--- config.mk ---
export PLATFORM = sky130hd
export DESIGN_NAME = game_screen_ctrl
export DESIGN_NICKNAME = d
export VERILOG_FILES = /design/src/rtl/game_screen_ctrl.sv
export SDC_FILE = /design/constraint.sdc
export NUM_CORES = 1
export LEC_CHECK = 0
export BUFFER_PORTS_ARGS = -buffer_cell sky130_fd_sc_hd__clkbuf_2
export CORE_UTILIZATION = 52
export DETAILED_ROUTE_END_ITERATION = 12
export GPL_TIMING_DRIVEN = 0
export MAX_ROUTING_LAYER = met4
export PLACE_DENSITY = 0.77
export SLEW_MARGIN = 10
export SYNTH_ARGS = -nofsm -noshare
export SYNTH_HDL_FRONTEND = slang
export SYNTH_SLANG_ARGS = --single-unit
--- constraint.sdc ---
create_clock -name clk -period 2.35 [get_ports clk]
set_clock_uncertainty 0.1 [all_clocks]
set_input_delay 0.1175 -clock clk [delete_from_list [all_inputs] [get_ports clk]]
set_output_delay 0.1175 -clock clk [all_outputs]
set_load 0.01 [all_outputs]
--- src/rtl/game_screen_ctrl.sv ---
// game_screen_ctrl: top-level screen sequencer for the tank game.
// Steps open screen -> launch -> play -> post-kill delay -> end screen,
// timing each phase in VGA frames, and latches the match winner.
// Optional feature macro: GAME_PAUSE_EN (adds a PAUSE state driven by pauseKey).
//
// state      | meaning
// OPEN   (0) | title screen, map hidden, waits for a start press
// LAUNCH (1) | single cycle, pulses resetGame and clears winner
// PLAY   (2) | game running, watches for tank deaths
// END_DLY(3) | frozen map shown for END_DELAY_FRAMES after a kill
// END_SHW(4) | end overlay, leaves on timeout or start press
// PAUSE  (5) | game frozen (only with GAME_PAUSE_EN)
module game_screen_ctrl #(
  parameter int OPEN_MIN_FRAMES  = 60,
  parameter int END_DELAY_FRAMES = 30,
  parameter int END_SHOW_FRAMES  = 300,
  parameter int CNT_W            = 9
) (
  input  logic       clk,
  input  logic       resetN,
  input  logic       startOfFrame,
  input  logic       startKey,
  input  logic       pauseKey,
  input  logic       tank1Dead,
  input  logic       tank2Dead,
  output logic       hideMap,
  output logic       showEnd,
  output logic       gameActive,
  output logic       resetGame,
  output logic [1:0] winner,
  output logic [2:0] stateOut
);

  localparam logic [2:0] S_OPEN      = 3'd0;
  localparam logic [2:0] S_LAUNCH    = 3'd1;
  localparam logic [2:0] S_PLAY      = 3'd2;
  localparam logic [2:0] S_END_DELAY = 3'd3;
  localparam logic [2:0] S_END_SHOW  = 3'd4;
  localparam logic [2:0] S_PAUSE     = 3'd5;

  localparam logic [CNT_W-1:0] OPEN_MIN  = OPEN_MIN_FRAMES[CNT_W-1:0];
  localparam logic [CNT_W-1:0] DELAY_END = END_DELAY_FRAMES[CNT_W-1:0];
  localparam logic [CNT_W-1:0] SHOW_END  = END_SHOW_FRAMES[CNT_W-1:0];
  localparam logic [CNT_W-1:0] CNT_MAX   = '1;
  localparam logic [CNT_W-1:0] CNT_ONE   = {{(CNT_W-1){1'b0}}, 1'b1};

  logic [2:0]       state_q, state_d;
  logic [CNT_W-1:0] cnt_q, cnt_d;
  logic [1:0]       win_q, win_d;
  logic             rg_q, rg_d;
  logic             start_key_q;
  logic             start_rise;

  assign start_rise = startKey & ~start_key_q;

`ifdef GAME_PAUSE_EN
  logic pause_key_q;
  logic pause_rise;
  assign pause_rise = pauseKey & ~pause_key_q;
`else
  logic unused_pause_key;
  assign unused_pause_key = pauseKey;
`endif

  // Next-state, winner latch and resetGame decode.
  always_comb begin
    state_d = state_q;
    win_d   = win_q;
    case (state_q)
      S_OPEN:
        if (start_rise && (cnt_q >= OPEN_MIN)) state_d = S_LAUNCH;
      S_LAUNCH:
        state_d = S_PLAY;
      S_PLAY: begin
        // A death outranks a pause press arriving in the same cycle.
        if (tank1Dead || tank2Dead) begin
          state_d = S_END_DELAY;
          win_d   = {tank1Dead, tank2Dead};
        end
`ifdef GAME_PAUSE_EN
        else if (pause_rise) state_d = S_PAUSE;
`endif
      end
      S_END_DELAY:
        if (cnt_q == DELAY_END) state_d = S_END_SHOW;
      S_END_SHOW:
        if ((cnt_q == SHOW_END) || start_rise) state_d = S_OPEN;
`ifdef GAME_PAUSE_EN
      S_PAUSE:
        if (start_rise)      state_d = S_LAUNCH;
        else if (pause_rise) state_d = S_PLAY;
`endif
      default:
        state_d = S_OPEN;
    endcase
    // Clearing on entry keeps winner at 00 for the whole visible LAUNCH cycle.
    if (state_d == S_LAUNCH) win_d = 2'b00;
    rg_d = (state_d == S_LAUNCH);
  end

  // Frame counter: clears on any transition, otherwise saturating frame count.
  always_comb begin
    cnt_d = cnt_q;
    if (state_d != state_q)                      cnt_d = '0;
    else if (startOfFrame && (cnt_q != CNT_MAX)) cnt_d = cnt_q + CNT_ONE;
  end

  // State, counter, winner and key-history registers.
  always_ff @(posedge clk) begin
    if (!resetN) begin
      state_q     <= S_OPEN;
      cnt_q       <= '0;
      win_q       <= 2'b00;
      rg_q        <= 1'b0;
      start_key_q <= 1'b1;
    end else begin
      state_q     <= state_d;
      cnt_q       <= cnt_d;
      win_q       <= win_d;
      rg_q        <= rg_d;
      start_key_q <= startKey;
    end
  end

`ifdef GAME_PAUSE_EN
  // Pause key history; preset so a key held through reset is not a press.
  always_ff @(posedge clk) begin
    if (!resetN) pause_key_q <= 1'b1;
    else         pause_key_q <= pauseKey;
  end
`endif

  assign hideMap    = (state_q == S_OPEN);
  assign showEnd    = (state_q == S_END_SHOW);
  assign gameActive = (state_q == S_PLAY);
  assign resetGame  = rg_q;
  assign winner     = win_q;
  assign stateOut   = state_q;

endmodule

# Word-level counts from Yosys, hierarchy flattened
# Cells that the tools add are included.
# totals
ff_bits,16
latch_bits,0
ram_bits,0
rom_bits,0
in_bits,7
output_inout_bits,9
wordCells,32
n_memories,0
# op_classes
n_addsub,1
mul,0
div_mod_pow,0
n_lt_le_gt_ge,1
eq_ne,9
shifts,0
muxes,5
n_bitwise,3
n_reduce_logical,8
# ops
cell,n
3-bit one-hot mux with 5 select lines,1
3-bit 2-to-1 mux,4
9-bit by 1-bit adder with 9-bit output (second input constant),1
9-bit by 5-bit == test with 1-bit output (second input constant),1
9-bit == test (second input constant),1
9-bit by 6-bit >= comparator with 1-bit output (second input constant),1
9-bit != test (second input constant),1
3-bit by 1-bit == test with 1-bit output (second input constant),2
3-bit by 2-bit == test with 1-bit output (second input constant),2
2-bit OR reduction,2
3-bit == test (second input constant),1
3-bit logical NOT,1
3-bit != test,1
1-bit logical AND,2
1-bit logical OR,2
1-bit NOT,2
2-bit AND reduction,1
1-bit bitwise AND,1

# Longest topological paths before layout
# Gate-level depths: netlist (run 1).
# depth
word_depth,7
ltp_mapped,8
ltp_nobuf,7

# Worst setup path before layout (run 1)
# No wires, ideal clock.
# synth_path
path_type,register -> register
start,register cnt_q[2]
end,register cnt_q[4]
setup_ns,0.092
arrival_ns,1.691
required_time_ns,2.158
slack_ns,0.467
path_stages_with_launch,9
path_buffers,1
synth_period_minus_slack_ns,1.883
cell_sequence,dfxtp_1 -> and4_1 -> and4_1 -> ha_1 -> nor2b_1 -> clkbuf_1 -> nand4_1 -> xor2_1 -> nor4_1
# synth_via
elab_chain_len,6
word_cells_on_any_way,14
classes_between,1 x add/sub; 1 x order compare; 4 x eq/ne; 4 x mux; 4 x reduce/logical
# synth_lines
item,line_no,source
from (decl),48,"logic [CNT_W-1:0] cnt_q, cnt_d;"
from (signal assigned),118,cnt_q <= cnt_d;
9-bit by 6-bit >= comparator with 1-bit output or 9-bit == test (tied branches),"71, 87",
1-bit logical AND or 1-bit logical OR (tied branches),"71, 87",
3-bit 2-to-1 mux (on tied branches),"71, 87",
3-bit one-hot mux with 5 select lines,69,case (state_q)
3-bit != test,104,if (state_d != state_q) cnt_d = '0;
2-bit OR reduction (no source line),--,
# Parallel ways exist; a longest one is shown, timed or not.
# A chain may end at the register's enable or synchronous reset.

# Worst setup path in the final report (run 1)
# Ends and elaborated chain as after synthesis.

==> out/results.txt, run 1 <==
power per cell area: 458 nW/um^2
H-tree depth: 1
# fillers: 129
CTS Buffer Depth: 2
I/O Buffers: 14
Rows: 14
net total in the final layout: 126
drt pass-1 iters: 4
largest cells by area after synthesis: dfxtp_1 38%, nor4_1 7.4%, xor2_1 6.2%
Iter 0 DRT Violations: 18
Worst Tran Pin Value: 540 ps
clk_lat worst skew: 270 ps
Detailed Route WL: 1660 um
most frequent cells in the layout: 16 x dfxtp_1, 15 x clkbuf_2, 10 x nand2_1, 10 x nor4_1, 6 x xor2_1
critical path data arrival time: 2190 ps
Max VDD drop: 0.000301 V
part of the power in registers: 62.1%
Synth Cell Area: 841 sq um
gr usage total: 21.3%
first-pass GRT wire length: 2900 um
Min Clock Period, post-route: 2110 ps
run status: complete, no violations
switching part of the total: 22.1%
Initial Util: 55.8%
CTS Root Cell: clkbuf_4
most common cell after layout, fill and taps aside: dfxtp_1
DR vias: 736
Avg Cell Area, Syn: 9.04 sq um
Post-route DRC: 0
antenna violations before repair: 0
syn nets: 104
DP Wirelength: 1240 um
fin. max-slew vios: 0
grt total ovfl: 0
core area: 1510 sq um
final antenna-violating net count: 0
vias per cell: 5.71
leading area contributor after synthesis: dfxtp_1
Antenna diodes: 0
die area: 1780 sq um
Setup-failing EPs final: 0
Boundary Pins: 16
CP required: 2430 ps
number of synthesized register bits: 16
Slew headroom: 63.7%
Peak Freq: 474 MHz
clock-pin slew on the worst setup and hold paths: 80 ps
fin crit share: 89.7%
sw power: 0.0996 mW
Setup crit end kind: flip-flop
Post-CTS Setup Bufs: 0
R2R Setup Slk: 240 ps
routed length per instance: 12.9 um
Crit Path Class: flip-flop to flip-flop
largest net degree at the start of global routing: 11
path depth of the worst reg2reg path: 8
Die Ht: 42.2 um
TritonCTS Buffers: 3
sequential fraction of the synthesis area: 38.1%
Worst Hold Class: primary input to flip-flop
total power: 0.451 mW
CP startpoint kind: flip-flop
top cell type's share of synthesized area: 38.1%
Int Pwr: 0.351 mW
YS warnings: 0
Hold Path Cell Cnt: 3
layout cell share with drive strength beyond 1: 19.5%
area grow syn2layout: 17.0%
CTS Sinks: 16
hold endpoint: winner[0]
setup_tns: 0 ps
Clk pwr share: 30.3%
worst r2r dst: cnt_q[4]
Die X: 42.2 um
RSZ-0062 raised after global routing: false
Logic pwr share: 7.6%
synth unique cells: 32
vias in the first global route: 688
Mapped Cells: 93
Final Hold Viols: 0
Critical Path Fanout Max: 7
worst r2r src: cnt_q[2]
GP Congestion: 0.839
max cap viols: 0
Pleak: 0.387 nW
hold_sp: tank2Dead
CTS tree: built
metal layers:
metal | vias to the layer above | track usage (%) | wire length (um)
li1 | 383 | - | -
met1 | 334 | 27.2 | 803
met2 | 17 | 34.8 | 778
met3 | 2 | 3.88 | 67
met4 | 0 | 5.63 | 13
met5 | - | - | 0
power groups by stage:
stage | sequential [mW] | combinational (mW) | clock, mW
3_3_place_gp | 0.286 | 0.0293 | 0
4_1_cts | 0.280 | 0.0342 | 0.141
2_1_floorplan | 0.285 | 0.0203 | 0
5_1_grt | 0.281 | 0.0378 | 0.148
6_report | 0.280 | 0.0341 | 0.136
3_5_place_dp | 0.286 | 0.0303 | 0
cell usage after synthesis:
master,count
a21boi_2,1
a21oi_1,4
a311oi_1,1
and4_1,2
and4b_1,1
clkbuf_1,3
clkbuf_2,1
dfxtp_1,16
ha_1,4
inv_1,5
mux2i_1,1
nand2_1,10
nand2b_1,2
nand3_1,5
nand3b_1,1
nand4_1,1
nor2_1,2
nor2b_1,2
nor3_1,3
nor3b_1,2
nor4_1,10
o2111a_1,1
o211ai_2,1
o211ai_4,1
o21a_1,1
o21ai_1,1
o21bai_1,1
o41a_1,1
or3_4,1
or4_1,1
xnor2_1,1
xor2_1,6
kinds of logic (layout without fill, tap and decap cells):
family | Yosys count | after routing | synth area share (%)
xor+xnor | 7 | 7 | 7.29
flops | 16 | 16 | 38.1
simple gates | 43 | 43 | 29.5
fa+ha+maj | 4 | 4 | 5.95
compound gates | 13 | 13 | 13.8
mux | 1 | 1 | 1.19
buf+inv | 9 | 29 | 4.17
state kept, by name, summed over array words and instances, names as in the netlist:
name	flops
stateOut	3
resetGame	1
cnt_q	9
start_key_q	1
winner	2
critical path: stages, from the launching register on:
cell      delay, ps
dfxtp_1         360
and4_1          260
and4_1          220
ha_1            190
nor2b_1         110
clkbuf_1        300
nand4_1         160
xor2_1          160
nor4_1          170
how the worst max path moves through the flow:
| stage | to | startpoint | slack (ps) | depth (start not counted) |
|---|---|---|---|---|
| 5_1_grt | cnt_q[4] | cnt_q[2] | 50 | 8 |
| 6_report | cnt_q[4] | cnt_q[2] | 240 | 8 |
| 2_1_floorplan | cnt_q[4] | cnt_q[2] | 470 | 8 |
| 3_3_place_gp | cnt_q[4] | cnt_q[2] | 310 | 8 |
| 4_1_cts | cnt_q[4] | cnt_q[2] | 220 | 8 |
| 3_5_place_dp | cnt_q[4] | cnt_q[2] | 250 | 8 |
stage by stage:
step           hold WS, ps  setup slack [ps]  utilization [%]  std cells  cell area, sq um
6_report              6.79               241             65.3        129               983
5_1_grt               10.4              53.0             65.3        129               983
4_1_cts               6.64               224             65.3        129               983
3_5_place_dp           216               249             61.8        123               931
3_3_place_gp           214               314             61.8        123               931
2_1_floorplan         90.5               467                -         93               841
area by class of cell:
type                            count  area, sq um  share of cell area [%]
Tap cell                           16         20.0                    2.04
Buffer                              4         16.3                    1.65
Clock buffer                        3         22.5                    2.29
Multi-Input combinational cell     68          485                    49.4
Timing Repair Buffer               17          100                    10.2
Sequential cell                    16          320                    32.6
Inverter                            5         18.8                    1.91
what timing repair did:
action | CTS | global route
hold buffers | 3 | 0
resized for setup | 0 | 0
endpoints found under the hold margin | 2 | 0
No activity file was read; power rests on OpenSTA's default activity.
==> run 2: changes to the inputs <==
Settings changed: BUFFER_PORTS_ARGS -buffer_cell sky130_fd_sc_hd__clkbuf_2 to default, CORE_UTILIZATION 52 to 55, DONT_BUFFER_PORTS from default to 1, PLACE_DENSITY 0.77 to 0.71.
==> run 2 against run 1 <==
  * Register-to-register slack about the same
  * Design area decreased by 4.8%
  * Via count decreased by 7.3%
==> out/results.txt, run 2 (same netlist as run 1, synthesis figures left out) <==
run status: complete, no violations
die area: 1690 sq um (-5.2%)
RSZ-0062 raised after global routing: false
Setup-failing EPs final: 0 (unchanged)
Worst Hold Class: primary input to flip-flop
CTS Root Cell: clkbuf_4
fin crit share: 89.9% (+0.11 points)
most common cell after layout, fill and taps aside: dfxtp_1
CP required: 2450 ps (+20 ps)
Worst Tran Pin Value: 683 ps (+143 ps)
Final Hold Viols: 0 (unchanged)
DR vias: 682 (-7.3%)
Rows: 13 (-1)
Peak Freq: 474 MHz (-0.12%)
setup_tns: 0 ps (unchanged)
power per cell area: 532 nW/um^2 (+16%)
routed length per instance: 14.3 um (+11%)
Die Ht: 41.1 um (-2.6%)
first-pass GRT wire length: 2440 um (-16%)
Setup crit end kind: flip-flop
clk_lat worst skew: 290 ps (+20 ps)
final antenna-violating net count: 0 (unchanged)
antenna violations before repair: 0 (unchanged)
Critical Path Fanout Max: 7 (unchanged)
Post-route DRC: 0 (unchanged)
core area: 1370 sq um (-9.3%)
R2R Setup Slk: 240 ps (about the same)
layout cell share with drive strength beyond 1: 8.91% (-11 points)
final cell count without fillers: 116 (-10%)
GP Congestion: 0.780 (-7.0%)
Slew headroom: 54.3% (-9.3 points)
fin. max-slew vios: 0 (unchanged)
Detailed Route WL: 1660 um (-0.30%)
max cap viols: 0 (unchanged)
vias in the first global route: 537 (-22%)
I/O Buffers: 0 (-14)
Boundary Pins: 16 (unchanged)
gr usage total: 23.0% (+1.7 points)
Antenna diodes: 0 (unchanged)
CTS Sinks: 16 (unchanged)
area grow syn2layout: 11.3%
max reg flops: 9 (unchanged)
CTS tree: built
Initial Util: 61.5% (+5.7 points)
CTS Buffer Depth: 2 (unchanged)
Crit Path Class: flip-flop to flip-flop
Iter 0 DRT Violations: 11 (-7)
largest net degree at the start of global routing: 11 (unchanged)
TritonCTS Buffers: 3 (unchanged)
Pleak: 0.337 nW (-13%)
Top reg by flops: cnt_q
net total in the final layout: 113 (-10%)
critical path data arrival time: 2210 ps (+20 ps)
vias per cell: 5.88 (+3.0%)
Min Clock Period, post-route: 2110 ps (+2.62 ps)
DP Wirelength: 1140 um (-7.4%)
most frequent cells in the layout: 16 x dfxtp_1, 10 x nand2_1, 10 x nor4_1
H-tree depth: 1 (unchanged)
grt total ovfl: 0 (unchanged)
Max VDD drop: 0.000388 V (+29%)
# fillers: 115 (-11%)
drt pass-1 iters: 4 (unchanged)
clock-pin slew on the worst setup and hold paths: 100 ps (+20 ps)
Cells after DPL: 108 (-12%)
Die X: 41.1 um (-2.6%)
CP startpoint kind: flip-flop
[run 2: changes by cell type in the layout (fill, tap and decap cells not counted), sizes merged]
| cell | previous run | this run |
|---|---|---|
| clkbuf | 21 | 8 |
| dlygate4sd3 | 3 | 4 |
[run 2: timing repair]
item | 4_1_cts | 5_1_grt
resized for setup | 0 | 0
endpoints found under the setup margin | 0 | 0
hold buffers | 4 | 0
setup buffers | 0 | 0
hold endpoints to repair | 6 | 0
[run 2: cell type report]
type                    instances  area, sq um  area share [%]
multi-input cells              68          485            51.9
flip-flops and latches         16          320            34.2
repair buffers                  4         40.0            4.28
clock buffers                   4         36.3            3.88
inverters                       5         18.8            2.01
well taps                      15         18.8            2.01
plain buffers                   4         16.3            1.74
[run 2: worst max-delay path, cell delays in order, from the launching register on]
cell and delay [ps]:
dfxtp_1 370, and4_1 260, and4_1 220, ha_1 190, nor2b_1 100, clkbuf_1 290, nand4_1 150, xor2_1 160
nor4_1 170
[run 2: path summary, 6_finish.rpt]
kind / startpoint / end / cells after the start
min reg2reg: winner[0] / winner[0] / 2
min: tank2Dead / stateOut[0] / 3
max: cnt_q[2] / cnt_q[4] / 8
max reg2reg: cnt_q[2] / cnt_q[4] / 8
[run 2: per-layer routing]
layer,vias to the layer above,GRT usage [%],routed length [um]
met5,-,-,0
met2,10,31.6,728
met3,2,4.89,34
met1,311,31.0,879
met4,0,12.1,14
li1,359,-,-
[run 2: metrics by stage]
step           util [%]  instance area, sq um  setup slack [ps]  total power, mW  hold slack [ps]
3_3_place_gp       62.9                   860               318            0.311             94.5
3_5_place_dp       62.9                   860               287            0.311             96.7
2_1_floorplan         -                   841               467            0.306             90.5
5_1_grt            68.5                   936              48.1            0.516             91.4
6_report           68.5                   936               238            0.498             67.0
4_1_cts            68.5                   936               242            0.498             64.9
[run 2: power by group]
group	switching (mW)	internal, mW
combinational	0.0173	0.0145
clock	0.0909	0.0945
sequential	0.00472	0.276
total	0.113	0.385
